[config.mk]
export PLATFORM = sky130hd
export DESIGN_NAME = tail_light_seq
export DESIGN_NICKNAME = d
export VERILOG_FILES = /design/src/rtl/tail_light_seq_pkg.sv /design/src/rtl/tail_light_seq_tick_prescaler.sv /design/src/rtl/tail_light_seq.sv
export SDC_FILE = /design/constraint.sdc
export NUM_CORES = 1
export LEC_CHECK = 0
export ABC_CLOCK_PERIOD_IN_PS = 2300
export BUFFER_PORTS_ARGS = -buffer_cell sky130_fd_sc_hd__buf_2
export CAP_MARGIN = 30
export CORE_MARGIN = 3
export CORE_UTILIZATION = 45
export CTS_CLUSTER_SIZE = 30
export DETAILED_ROUTE_END_ITERATION = 12
export PLACE_DENSITY = 0.74
export SLEW_MARGIN = 30
export SYNTH_ARGS = -nofsm -noshare
export SYNTH_HDL_FRONTEND = slang
export SYNTH_SLANG_ARGS = --single-unit
[constraint.sdc]
create_clock -name clk -period 2.3 [get_ports clk]
set_input_delay 0.46 -clock clk [delete_from_list [all_inputs] [get_ports clk]]
set_output_delay 0.46 -clock clk [all_outputs]
set_load 0.005 [all_outputs]
[src/rtl/tail_light_seq_pkg.sv]
`default_nettype none
// ============================================================================
// Module      : tail_light_pkg
// Description : Shared types for the tail light sequencer: FSM state
//               encoding and the prioritised driver-request encoding.
// Revision    : 1.0 - initial release
// ============================================================================
package tail_light_pkg;

  // Sequencer states; LEFT/RIGHT carry a step count alongside the state.
  typedef enum logic [2:0] {
    IDLE    = 3'd0,
    LEFT    = 3'd1,
    RIGHT   = 3'd2,
    HAZ_ON  = 3'd3,
    HAZ_OFF = 3'd4
  } state_t;

  // Effective request after priority resolution.
  typedef enum logic [1:0] {
    REQ_NONE  = 2'd0,
    REQ_LEFT  = 2'd1,
    REQ_RIGHT = 2'd2,
    REQ_HAZ   = 2'd3
  } req_t;

  // Hazard wins, and both turn switches together also mean hazard.
  function automatic req_t encode_req(input logic left, input logic right,
                                      input logic hazard);
    req_t req;
    req = REQ_NONE;
    if (hazard || (left && right)) begin
      req = REQ_HAZ;
    end else if (left) begin
      req = REQ_LEFT;
    end else if (right) begin
      req = REQ_RIGHT;
    end
    return req;
  endfunction

endpackage
`default_nettype wire

[src/rtl/tail_light_seq_tick_prescaler.sv]
`default_nettype none
// ============================================================================
// Module      : tick_prescaler
// Description : Free-running 0..DIV-1 counter producing a one-cycle tick on
//               the terminal count. DIV=1 ticks every cycle.
// Revision    : 1.0 - initial release
// ============================================================================
module tick_prescaler #(
  parameter int DIV = 4
) (
  input  logic clk,
  input  logic reset,
  output logic tick
);

  generate
    if (DIV > 1) begin : g_count
      localparam int CW = $clog2(DIV);
      localparam logic [CW-1:0] c_last = CW'(DIV - 1);

      logic [CW-1:0] r_count;

      // Wrapping step counter; restarts from zero on reset.
      always_ff @(posedge clk or posedge reset) begin
        if (reset) begin
          r_count <= '0;
        end else if (r_count == c_last) begin
          r_count <= '0;
        end else begin
          r_count <= r_count + 1'b1;
        end
      end

      assign tick = (r_count == c_last);
    end else begin : g_every_cycle
      assign tick = 1'b1;
    end
  endgenerate

endmodule
`default_nettype wire

[src/rtl/tail_light_seq.sv]
`default_nettype none
// ============================================================================
// Module      : tail_light_seq
// Description : Sequential turn-signal / hazard controller for two lamp
//               banks. Optional brake overlay enabled by TAIL_BRAKE_EN.
// Revision    : 1.0 - initial release
// ============================================================================
module tail_light_seq
  import tail_light_pkg::*;
#(
  parameter int LAMPS = 3,
  parameter int DIV   = 4
) (
  input  logic             clk,
  input  logic             reset,
  input  logic             left,
  input  logic             right,
  input  logic             hazard,
`ifdef TAIL_BRAKE_EN
  input  logic             brake,
`endif
  output logic [LAMPS-1:0] lamps_l,
  output logic [LAMPS-1:0] lamps_r,
  output logic             busy
);

  localparam int SW = $clog2(LAMPS + 1);
  localparam logic [SW-1:0] c_step_max = SW'(LAMPS);
  localparam logic [SW-1:0] c_step_one = SW'(1);

  logic             w_tick;
  logic             w_brake;
  req_t             w_req;
  state_t           r_state;
  state_t           w_state_nxt;
  state_t           w_eval_state;
  logic [SW-1:0]    r_step;
  logic [SW-1:0]    w_step_nxt;
  logic [SW-1:0]    w_eval_step;
  logic [LAMPS-1:0] w_therm;
  logic [LAMPS-1:0] w_lamps_l_nxt;
  logic [LAMPS-1:0] w_lamps_r_nxt;
  logic [LAMPS-1:0] r_lamps_l;
  logic [LAMPS-1:0] r_lamps_r;
  logic             r_busy;

`ifdef TAIL_BRAKE_EN
  assign w_brake = brake;
`else
  assign w_brake = 1'b0;
`endif

  tick_prescaler #(
    .DIV (DIV)
  ) u_prescaler (
    .clk   (clk),
    .reset (reset),
    .tick  (w_tick)
  );

  assign w_req = encode_req(left, right, hazard);

  // Decision taken from rest (IDLE, HAZ_OFF, or a finished turn at step 0).
  always_comb begin
    w_eval_state = IDLE;
    w_eval_step  = '0;
    case (w_req)
      REQ_HAZ:   w_eval_state = HAZ_ON;
      REQ_LEFT:  begin w_eval_state = LEFT;  w_eval_step = c_step_one; end
      REQ_RIGHT: begin w_eval_state = RIGHT; w_eval_step = c_step_one; end
      default:   ;
    endcase
  end

  // Next state/step; everything holds except on tick cycles.
  always_comb begin
    w_state_nxt = r_state;
    w_step_nxt  = r_step;
    if (w_tick) begin
      case (r_state)
        IDLE, HAZ_OFF: begin
          w_state_nxt = w_eval_state;
          w_step_nxt  = w_eval_step;
        end
        LEFT, RIGHT: begin
          if (w_req == REQ_HAZ) begin
            w_state_nxt = HAZ_ON;
            w_step_nxt  = '0;
          end else if (r_step == c_step_max) begin
            w_step_nxt = '0;
          end else if (r_step != '0) begin
            w_step_nxt = r_step + 1'b1;
          end else begin
            // A turn only ends or changes direction once it reaches step 0.
            w_state_nxt = w_eval_state;
            w_step_nxt  = w_eval_step;
          end
        end
        HAZ_ON: begin
          w_state_nxt = HAZ_OFF;
          w_step_nxt  = '0;
        end
        default: begin
          w_state_nxt = IDLE;
          w_step_nxt  = '0;
        end
      endcase
    end
  end

  // Lamp decode of the upcoming state, with brake lighting any idle bank.
  always_comb begin
    w_therm = '0;
    for (int i = 0; i < LAMPS; i++) begin
      w_therm[i] = (i < int'(w_step_nxt));
    end
    w_lamps_l_nxt = w_brake ? '1 : '0;
    w_lamps_r_nxt = w_brake ? '1 : '0;
    case (w_state_nxt)
      LEFT:    w_lamps_l_nxt = w_therm;
      RIGHT:   w_lamps_r_nxt = w_therm;
      HAZ_ON:  begin w_lamps_l_nxt = '1; w_lamps_r_nxt = '1; end
      HAZ_OFF: begin w_lamps_l_nxt = '0; w_lamps_r_nxt = '0; end
      default: ;
    endcase
  end

  // State and registered outputs; outputs refresh every cycle so the brake
  // overlay does not wait for a tick.
  always_ff @(posedge clk or posedge reset) begin
    if (reset) begin
      r_state   <= IDLE;
      r_step    <= '0;
      r_lamps_l <= '0;
      r_lamps_r <= '0;
      r_busy    <= 1'b0;
    end else begin
      r_state   <= w_state_nxt;
      r_step    <= w_step_nxt;
      r_lamps_l <= w_lamps_l_nxt;
      r_lamps_r <= w_lamps_r_nxt;
      r_busy    <= (w_state_nxt != IDLE);
    end
  end

  assign lamps_l = r_lamps_l;
  assign lamps_r = r_lamps_r;
  assign busy    = r_busy;

endmodule
`default_nettype wire

# Word-level counts from Yosys, hierarchy flattened
# Cells that the tools add are included.
[totals]
register_bits = 14
output_inout_bits = 7
[op_classes]
n_mux = 18
n_addsub = 2
n_reduce_logical = 8
order_cmp = 3
n_eq_ne = 12
[ops]
columns = ["cell", "n"]
rows = [
  ["$mux W2", 8],
  ["$eq A3 B2 Y1 const B", 4],
  ["$mux W3", 4],
  ["$pmux W3 S2", 2],
  ["$pmux W3 S3", 1],
  ["$eq A2 B2 Y1 const B", 4],
  ["$eq A3 B1 Y1 const B", 2],
  ["$pmux W2 S3", 1],
  ["$reduce_or A2 Y1", 3],
  ["$add A2 B1 Y2 const B", 2],
  ["$lt A1 B2 Y1 const A", 2],
  ["$pmux W2 S2", 1],
  ["$eq A3 B3 Y1 const B", 1],
  ["$logic_not A3 Y1", 1],
  ["$reduce_bool A3 Y1", 1],
  ["$eq A2 B1 Y1 const B", 1],
  ["$lt A2 B2 Y1 const A", 1],
  ["$reduce_bool A2 Y1", 1],
  ["$logic_and A1 B1 Y1", 1],
  ["$logic_or A1 B1 Y1", 1],
  ["$mux W1", 1],
]

# Depth between registers and ports, before layout
# Gate-level depths: netlist of the first run.
[depth]
depth_word = 13
ltp_mapped = 7
ltp_nobuf = 7

# Modules after synthesis
# Synthesis of the first run repeated with hierarchy kept, for this count alone.
[unflattened]
hier_cells = 80
hier_area_um2 = 790.8
[by_module_without_submodules]
columns = ["mod", "area_each_um2", "n_inst", "cells_each"]
rows = [
  ["tail_light_seq", 720.7, 1, 75],
  ["tick_prescaler", 70.1, 1, 5],
]

# Worst setup path after synthesis of the first run
# Ideal clock, no wire load.
[synth_timing]
kind = "input to register"
start = "input left"
end = "register r_lamps_l[2] (netlist: lamps_l[2])"
path_stages = 7
slack_ps = 179
t_arrival_ps = 2034
required_ps = 2213
cell_sequence = "or2_2 -> ha_1 -> or3b_4 -> o31a_4 -> clkinv_4 -> o21ai_2 -> a211oi_2"
[synth_between]
elab_cells_between_ends = 24
classes_between = "1 x order compare; 5 x eq/ne; 15 x mux; 3 x reduce/logical"
[synth_rtl]
columns = ["item", "line_no", "text"]
rows = [
  ["start: declaration", "tail_light_seq.sv:16", "input logic left,"],
  ["$logic_and A1 B1 Y1", "tail_light_seq_pkg.sv:32", "if (hazard || (left && right)) begin"],
  ["$logic_or A1 B1 Y1", "tail_light_seq_pkg.sv:32", ""],
  ["$mux W2 *", "tail_light_seq_pkg.sv:32", ""],
  ["$eq A2 B2 Y1 *", "tail_light_seq.sv:86", "if (w_req == REQ_HAZ) begin"],
  ["$mux W2 *", "tail_light_seq.sv:86", ""],
  ["$pmux W2 S2 *", "tail_light_seq.sv:80", "case (r_state)"],
  ["$mux W2 *", "tail_light_seq.sv:79", "if (w_tick) begin"],
  ["net w_step_nxt[1]", "tail_light_seq.sv:38", "logic [SW-1:0] w_step_nxt;"],
  ["$lt A2 B2 Y1 *", "tail_light_seq.sv:115", "w_therm[i] = (i < int'(w_step_nxt));"],
  ["$pmux W3 S2 *", "tail_light_seq.sv:119", "case (w_state_nxt)"],
  ["net w_lamps_l_nxt[2]", "tail_light_seq.sv:41", "logic [LAMPS-1:0] w_lamps_l_nxt;"],
  ["end signal: assignment", "tail_light_seq.sv:140", "r_lamps_l <= w_lamps_l_nxt;"],
  ["end: declaration", "tail_light_seq.sv:43", "logic [LAMPS-1:0] r_lamps_l;"],
]
# Mark *: on every way through the listed nets, which the timed path passes. The rest lies on a longest branch.

# Final worst setup path of the first run
[layout_timing]
start = "input left"
end = "register r_lamps_l[0] (netlist: lamps_l[0])"
[layout_between]
elab_chain_cells = 13
elab_cells_between_ends = 24
classes_between = "1 x order compare; 5 x eq/ne; 15 x mux; 3 x reduce/logical"
[layout_lines]
columns = ["item", "line_no", "text"]
rows = [
  ["$logic_and A1 B1 Y1", "tail_light_seq_pkg.sv:32", ""],
  ["$logic_or A1 B1 Y1", "tail_light_seq_pkg.sv:32", ""],
  ["$mux W2 *", "tail_light_seq_pkg.sv:32", ""],
  ["$eq A2 B2 Y1 or $eq A2 B1 Y1 (tied branches)", "tail_light_seq.sv:67", "case (w_req)"],
  ["$reduce_or A2 Y1 (no source line)", "--", ""],
  ["$mux W1", "tail_light_seq.sv:67", ""],
  ["$mux W2", "tail_light_seq.sv:91", "end else if (r_step != '0) begin"],
  ["$mux W2", "tail_light_seq.sv:89", "end else if (r_step == c_step_max) begin"],
  ["$mux W2", "tail_light_seq.sv:86", ""],
  ["$pmux W2 S2", "tail_light_seq.sv:80", ""],
  ["$mux W2", "tail_light_seq.sv:79", ""],
  ["$lt A1 B2 Y1", "tail_light_seq.sv:115", ""],
  ["$pmux W3 S2 *", "tail_light_seq.sv:119", ""],
  ["net w_lamps_l_nxt[0]", "tail_light_seq.sv:41", ""],
]
# Marks and branches as above.

==> results of run 1 <==
-- layer usage --
layer / share of wire, % / vias to the layer above
met4: 0.65 / 0
met5: 0 / -
met1: 48 / 279
li1: - / 282
met3: 3.7 / 2
met2: 47 / 13
-- state kept, by name (all words and copies together), names as in the netlist --
register,count
lamps_r,3
busy,1
lamps_l,3
u_prescaler.g_count.r_count,2
r_step,2
r_state,3
-- layout by cell type (no fill, tap or decap), types with 2 or more instances in the layout --
master	n
buf_4	2
nand3b_1	2
ha_1	5
buf_2	11
inv_1	10
clkbuf_4	3
or2_2	2
nand2_1	2
o21ai_0	2
dfrtp_1	14
nor2_1	3
a31oi_1	2
a211oi_2	2
a21oi_1	2
nand2b_1	3
-- critical path, cell delays in order --
cell and delay [ps]:
buf_2 90, or2_2 300, ha_1 270, or3b_4 430, a211oi_2 230, nor2_1 130
a311oi_1 300
-- synthesized netlist by cell type --
library cell | n | area [um^2]
a211oi_1 | 1 | 7.510
a211oi_2 | 2 | 25.02
a21oi_1 | 2 | 10.01
a22oi_1 | 1 | 7.510
a2bb2oi_1 | 1 | 8.760
a311oi_1 | 1 | 8.760
a31oi_1 | 2 | 12.51
a32oi_1 | 1 | 8.760
buf_2 | 2 | 10.01
buf_4 | 1 | 7.510
clkinv_4 | 1 | 8.760
dfrtp_1 | 14 | 350.3
ha_1 | 5 | 62.56
inv_1 | 10 | 37.54
nand2_1 | 2 | 7.510
nand2b_1 | 3 | 18.77
nand3b_1 | 2 | 15.01
nor2_1 | 3 | 11.26
nor2b_1 | 1 | 6.260
nor4b_1 | 1 | 8.760
o21ai_0 | 2 | 10.01
o21ai_1 | 1 | 5.000
o21ai_2 | 1 | 8.760
o22a_1 | 1 | 8.760
o311a_1 | 1 | 10.01
o311a_2 | 1 | 11.26
o311ai_0 | 1 | 8.760
o31a_4 | 1 | 17.52
o32ai_1 | 1 | 8.760
or2_2 | 2 | 12.51
or2b_1 | 1 | 7.510
or3b_4 | 1 | 11.26
xnor2_1 | 1 | 8.760
xor2_1 | 1 | 8.760
-- power groups by stage --
stage               clock, mW  sequential (mW)  combinational [mW]
global placement            0            0.405               0.352
floorplan                   0            0.367               0.302
detailed placement          0            0.405               0.364
finish                  0.172            0.402               0.360
CTS                     0.177            0.400               0.364
global route            0.186            0.415               0.417
-- metrics by stage --
step                      total power, mW  worst slack (ps)  setup TNS (ps)  std cells  hold WS [ps]
after floorplan                    0.6688             178.6               0         72         349.2
after global placement             0.7570             39.79               0         98         415.4
after detailed placement           0.7688            -9.968          -15.25         98         416.1
after CTS                          0.9411             285.3               0        102         215.7
after global routing                1.019             169.9               0        102         232.0
final                              0.9334             279.4               0        102         198.8
-- logic make-up (layout without fill, tap and decap cells) --
logic type                 after synthesis  in the layout  synth area share [%]
AOI/OAI and AO/OA                       21             21                 23.05
and+or+nand+nor                         16             16                 12.83
DFF                                     14             14                 45.46
buffers and inverters                   14             28                 8.280
adders and majority gates                5              5                 8.117
xor gates and xnor gates                 2              2                 2.273
-- worst max path at each step --
stage / startpoint / to / slack (ps) / depth (start not counted)
after floorplan: left / lamps_l[2] / 180 / 7
after global placement: left / lamps_l[2] / 40 / 8
after global routing: left / lamps_l[0] / 170 / 7
final: left / lamps_l[0] / 280 / 7
after detailed placement: left / lamps_l[0] / -10 / 7
after CTS: left / lamps_l[0] / 290 / 7
-- layout make-up --
class / count / area (um^2)
inverters: 11 / 46.29
repair buffers: 13 / 70.07
fillers: 139 / 679.4
clock buffers: 4 / 36.28
flip-flops and latches: 14 / 350.3
multi-input cells: 44 / 356.6
well taps: 16 / 20.02
==> summary.md, run 1 <==
The logs give 34 for the distinct cell type count of the synthesized netlist and 72 for the gate count after technology mapping. The highest fanout seen on the critical path is 5, and the first-pass GRT wire length is 2.477 mm. After the last flow step, the layout net total stands at 97. The number of warning messages in the yosys log was 0; the max-slew violation count was 0.

The total setup violations reported at the end of the flow was 0. Post-CTS repair changed the size of 0 cells. The floorplan has 14 rows.

The number of antenna diodes in the final layout is 0. Counting every net in the synthesized netlist gives 82. The post-route netlist has 30.23% of its cells at a drive strength greater than 1. The flow ran to the end, and the final reports show no timing, DRC or antenna violations.

Counting flops and latches in the post-synthesis netlist gives 14. Clock latency on the worst-skew pair, taken at its later pin, is 270 ps. The via count of the first global-routing pass came out at 568.

The analysis attributes to cell leakage a power of 0.4327 nW. The final hold violation count is 0. After the first detailed-routing iteration, the DRC count stood at 9. The routability congestion estimate was 0.8274; the die outline area was 0.002245 mm^2. The worst setup path is launched from a primary input.

Post-CTS timing repair inserted 0 buffers for setup. Before antenna repair, the detailed router went through 4 iterations. Global routing finished with a remaining overflow of 0. The HPWL after detailed placement is 1.067 mm. Clock-pin slew was measured on the worst setup and hold paths at 80 ps. Cells fill 56.42% of the core in the end. The tools report the total detailed-routing wirelength as 1.378 mm.

The vertical die dimension came out at 47.39 um. The worst path in the final design needs a cycle of 2021 ps, including I/O delays and setup. Class of the most critical hold timing path: in2async. The number of hold buffers added after CTS was 0. The logs give 843.3 um^2 for the placed standard-cell area and 578.9 uW for the cell-internal power.

Global routing used 3.448% of the available met3 tracks. The tools report the netlist area before placement as 770.7 um^2. The endpoint identified for the worst register-to-register timing path is lamps_l[0].

The run gives 0 as the count of unresolved DRC violations after routing. Switching share of power: 37.98%. The detail route stage leaves a number of antenna-violating nets equal to 0. The initial cell density of the core is 49.44%. For the pin with the worst max-slew slack, the measured transition is 672.3 ps. The run gives 2 as the maximum count of clock buffers along a single path.

The logs give 18.4% for the share of total power in the clock network and 460 ps for the setup slack of the worst register-to-register path. Compared with the post-synthesis result, the final layout area differs by 14.12%. Global routing consumed, on the met1 layer, 22.67% of the routing resources. A synthesized cell averages 10.70 um^2. Combinational cells account for 38.6% of the total power.

The maximum level of the CTS H-tree was 1; the final worst-path cycle share was 87.85%. The worst pin sits at a relative slew slack of 54.71%. Measured along the x axis, the die boundary spans 47.39 um. The finished cells cover 879.6 um^2. The kind of critical path is in2reg. During I/O placement, the number of pins put on the boundary was 12.

The root buffer cell chosen for the clock tree is clkbuf_4. The number of cells on the worst reg-to-reg path is 6. The power density normalized to cell area was 1061 mW/mm^2. Timing would allow up to 494.9 MHz. The number of sinks on the clock net was 14; the final setup skew was 5.931 ps.

The tools report the register share of total power as 43.0%. After floorplanning, the core was sized to cover 0.001559 mm^2. For this design the total switching power over the nets is 354.5 uW. Number of port buffers: 11.

Setup repair after global routing left no endpoint under its margin. The worst register-to-register path begins at r_step[1]. The run gives 576 as the via count. Sequential elements use 45.45% of the synthesized area. The post-detailed-route via-to-cell ratio is 5.647. Entering global routing, the biggest net connects 15 pins. The data arrival time of the worst path came out at 2200 ps. Global routing used 22.99% of the available met2 tracks. The required time of the critical path came out at 2480 ps. IR analysis of the VDD net gives a maximum drop of 0.0005782 V. The layer flagged by global routing as most heavily used is met2.

The number of buffers inserted during clock tree synthesis was 3; the max-capacitance violation count was 0. TritonCTS built the clock tree. The worst setup path is captured at a register. Dividing the detail-routed wire length by the instance count gives 13.51 um. For this run, the total global-route usage over all layers was measured as 15.84%.

The tools report the initial antenna violation count as 0.
Note: power is estimated with default switching activity, not from simulation.
==> inputs of run 2 (changes only) <==
Settings changed: ABC_AREA set to 1, CTS_CLUSTER_SIZE 30 to not set.
==> run 2 against run 1 <==
Compared with the run above:
- power is 3.0% higher
- flip-flop and latch count stayed put
- sequential share of layout area rose by 1.0 points
- critical path type unchanged
- area after synthesis fell by 3.2%
- critical path depth is 4 higher
==> summary.md, run 2 <==
Sequential cells were found to cover 46.98% of the synthesized design area. The max-slew violation count is 0. The run gives 745.7 um^2 as the netlist area before placement. After detailed routing, the number of vias per cell comes to 4.876.

After detailed routing, the total wire length is 1.277 mm. The type of origin of the critical path was a primary input. The number of routed nets with antenna violations was 0.

The multi-input logic area was 342.8 um^2; the post-layout minimum cycle time was 1644 ps. The tools report the distinct cell type count of the synthesized netlist as 17. Power spread over the standard cell area amounts to 1122 mW/mm^2. After clock tree synthesis, the clock-pin slew on the worst setup and hold paths is 80 ps. The most used standard cell by instance count after synthesis is nand2_1. The net count reported at finish was 116; the number of diodes added for antenna fixing was 0. Total leakage power: 0.4978 nW. Kind of critical path: in2reg. TritonCTS created 3 clock buffers. Once the floorplan was initialized, standard cells occupied 48.38% of the core. Compared with the post-synthesis result, the final layout area differs by 14.93%.

Across the whole layout, storage elements account for 350.3 um^2. Yosys printed 0 warnings. For this run, the top clock speed supported by timing is 608.3 MHz. The share of layout cells above drive strength 1 was 27.62%; the all-layer global routing usage was 13.60%.

Data on the critical path is required at its endpoint by 2520 ps. The synthesized design contains 14 register bits. For the post-route standard cell area excluding fillers, the log shows 857.1 um^2. Number of buffers inserted to repair setup after CTS: 0. The tools report the setup total negative slack as 0 ps.

In the finished design, the share of the clock period the worst path needs comes to 71.48%. For this run, the slowest stage of the critical path takes 270 ps. Sorting the synthesized cells by area gives the leading types as dfrtp_1, nand2_1, ha_1.

STA classifies the critical path endpoint as a register. The total buffers and inverters traversed by the critical path was 1; the gate count after technology mapping was 90. CTS saw 14 sinks. The library cell used most frequently in the layout, excluding fill and tap cells, is nand2_1.

The cell that appears most often on the critical path is nand2_1. The run gives 578 as the via count of the first global-routing pass. The commonest cells after synthesis are nand2_1, dfrtp_1, inv_1. Between clock sinks in the finished design, the worst skew comes to 2.951 ps.

The run gives 4 as the iteration-0 DRC count of the detailed router. The synthesized design contains 0 enable-type register cells. The average size of a mapped cell was 8.286 um^2.

The core region is 0.001541 mm^2. The cell type of the slowest stage on the worst timing path was ha_1. The highest fanout seen on the critical path came out at 4.

For this run, the share of the core covered by cells in the final layout is 55.60%. Headroom to the max-slew limit came out at 66.24%. The die boundary width is 46.71 um. After synthesis, the share of flip-flops with an asynchronous set or reset is 100.0%.

The logs give 0.002182 mm^2 for the die outline area and 12 for the number of top-level design ports. The clock network latency to the later pin of the worst-skew pair is 270 ps. For the maximum ir drop on the vdd rail, the log shows 0.0006020 V. The tools report the count of unresolved DRC violations after routing as 0. The placed wire-length estimate after detailed placement was 1.021 mm. The tools report the final hold violation count as 0. The detailed router placed 590 vias in this run. The path class of the tightest hold or removal check is in2async.

Entering global routing, the biggest net connects 15 pins. The tools report the maximum level of the CTS H-tree as 1. The share of the synthesized area in the top cell type is 46.98%. Post-synthesis cell type with the largest combined area: dfrtp_1. The number of fill cells is 141.

The total setup violations reported at the end of the flow was 0; the data arrival time of the worst path was 1860 ps. Across the run, the number of max-cap violations was 0. The most used flip-flop cell after synthesis is dfrtp_1.

The vertical die dimension was 46.71 um; the net count after synthesis was 100. TritonCTS built the clock tree. At the pin with the least slew margin, the transition time is 505.9 ps.

Post-CTS repair changed the size of 0 cells. Setup repair after global routing left no endpoint under its margin. The family of cells with the greatest summed delay on the critical path is simple AND/OR/NAND/NOR gates. Maximum count of clock buffers along a single path: 2. For this run the aggregate overflow at the end of global routing stands at 0. The flow ran to the end, and the final reports show no timing, DRC or antenna violations. The critical path goes through buf_2 -> a21oi_1 -> nand2_1 -> ha_1 -> o21ai_0 -> nand2_1 -> nand2_2 -> nand3_2 -> nor2_2 -> nand2_1 -> nand2_1.

In this run the clock root is driven by a clkbuf_4. The floorplan has 14 rows. The placed standard-cell area is 820.8 um^2, and the first-pass GRT wire length is 2.145 mm. The tools report the number of buffers inserted by hold repair at cts as 0. The worst hold margin was 200.6 ps; the routability congestion estimate was 0.7941.

Number of port buffers: 11. After detailed routing, the average wire length per cell comes to 10.55 um. For the initial antenna violation count, the log shows 0. The library cells used most frequently in the layout, excluding fill and tap cells, are nand2_1, dfrtp_1, inv_1, buf_2. The tools report the first-pass iteration count of the detailed router as 4.
## run 2: changes by cell type after synthesis, moves of 3 or more
| cell | previous run | this run |
|---|---|---|
| nand2_1 | 2 | 26 |
| nand2_2 | 0 | 4 |
| nand3_1 | 0 | 4 |
| a21oi_1 | 2 | 5 |
| inv_2 | 0 | 3 |
| nand2b_1 | 3 | 0 |
| nor2_2 | 0 | 3 |
## run 2: worst reg2reg max path, stage by stage, from the launching register on
cell     delay [ps]
dfrtp_1         390
ha_1            280
inv_2           150
nor3_1           80
a21oi_2         240
nand3_2         110
nor2_2          130
nand2_1          70
nand2_1          50
## run 2: kinds of logic after synthesis
kind of cell | count (synthesis) | share of synthesized area (%)
AND/OR/NAND/NOR | 48 | 30.70
buffers and inverters | 14 | 7.047
flip-flops | 14 | 46.98
AO/OA/AOI/OAI | 9 | 6.879
adder cells (fa/ha/maj) | 5 | 8.389
## run 2: per-layer routing
metal | track usage (%) | wire, um
met5 | 0 | 0
met4 | 6.077 | 9
met3 | 4.297 | 53
met2 | 23.35 | 646
met1 | 15.38 | 568
## run 2: area by class of cell
class,instances,share of cell area [%]
tap,16,2.336
multi-input combinational,62,40.00
clock buffer,4,4.234
inverter,14,6.131
sequential,14,40.88
timing repair buffer,11,6.423
## run 2: through the flow
stage               power, mW  instances  worst slack, ps
floorplan              0.6838         90            660.7
global placement       0.7892        117            448.4
detailed placement     0.7968        117            381.5
CTS                    0.9712        121            683.8
global route            1.048        121            513.0
finish                 0.9614        121            656.0
## run 2: power by group
| group | total (mW) | switching [mW] | internal [mW] | leakage, nW |
|---|---|---|---|---|
| clock | 0.170 | 0.0739 | 0.0962 | 0.0210 |
| sequential | 0.375 | 0.0441 | 0.331 | 0.175 |
| combinational | 0.416 | 0.256 | 0.160 | 0.301 |
| total | 0.961 | 0.374 | 0.588 | 0.498 |
## run 2: path summary, 6_finish.rpt
path	from	to	slack, ps	cells past startpoint
max	left	lamps_l[2]	660	11
min	reset	lamps_l[0]	200	2
max reg2reg	u_prescaler.g_count.r_count[0]	lamps_l[2]	750	8
min reg2reg	u_prescaler.g_count.r_count[0]	u_prescaler.g_count.r_count[0]	430	1
max in group asynchronous	reset	r_state[1]	1760	2
min in group clk	u_prescaler.g_count.r_count[0]	u_prescaler.g_count.r_count[0]	430	1
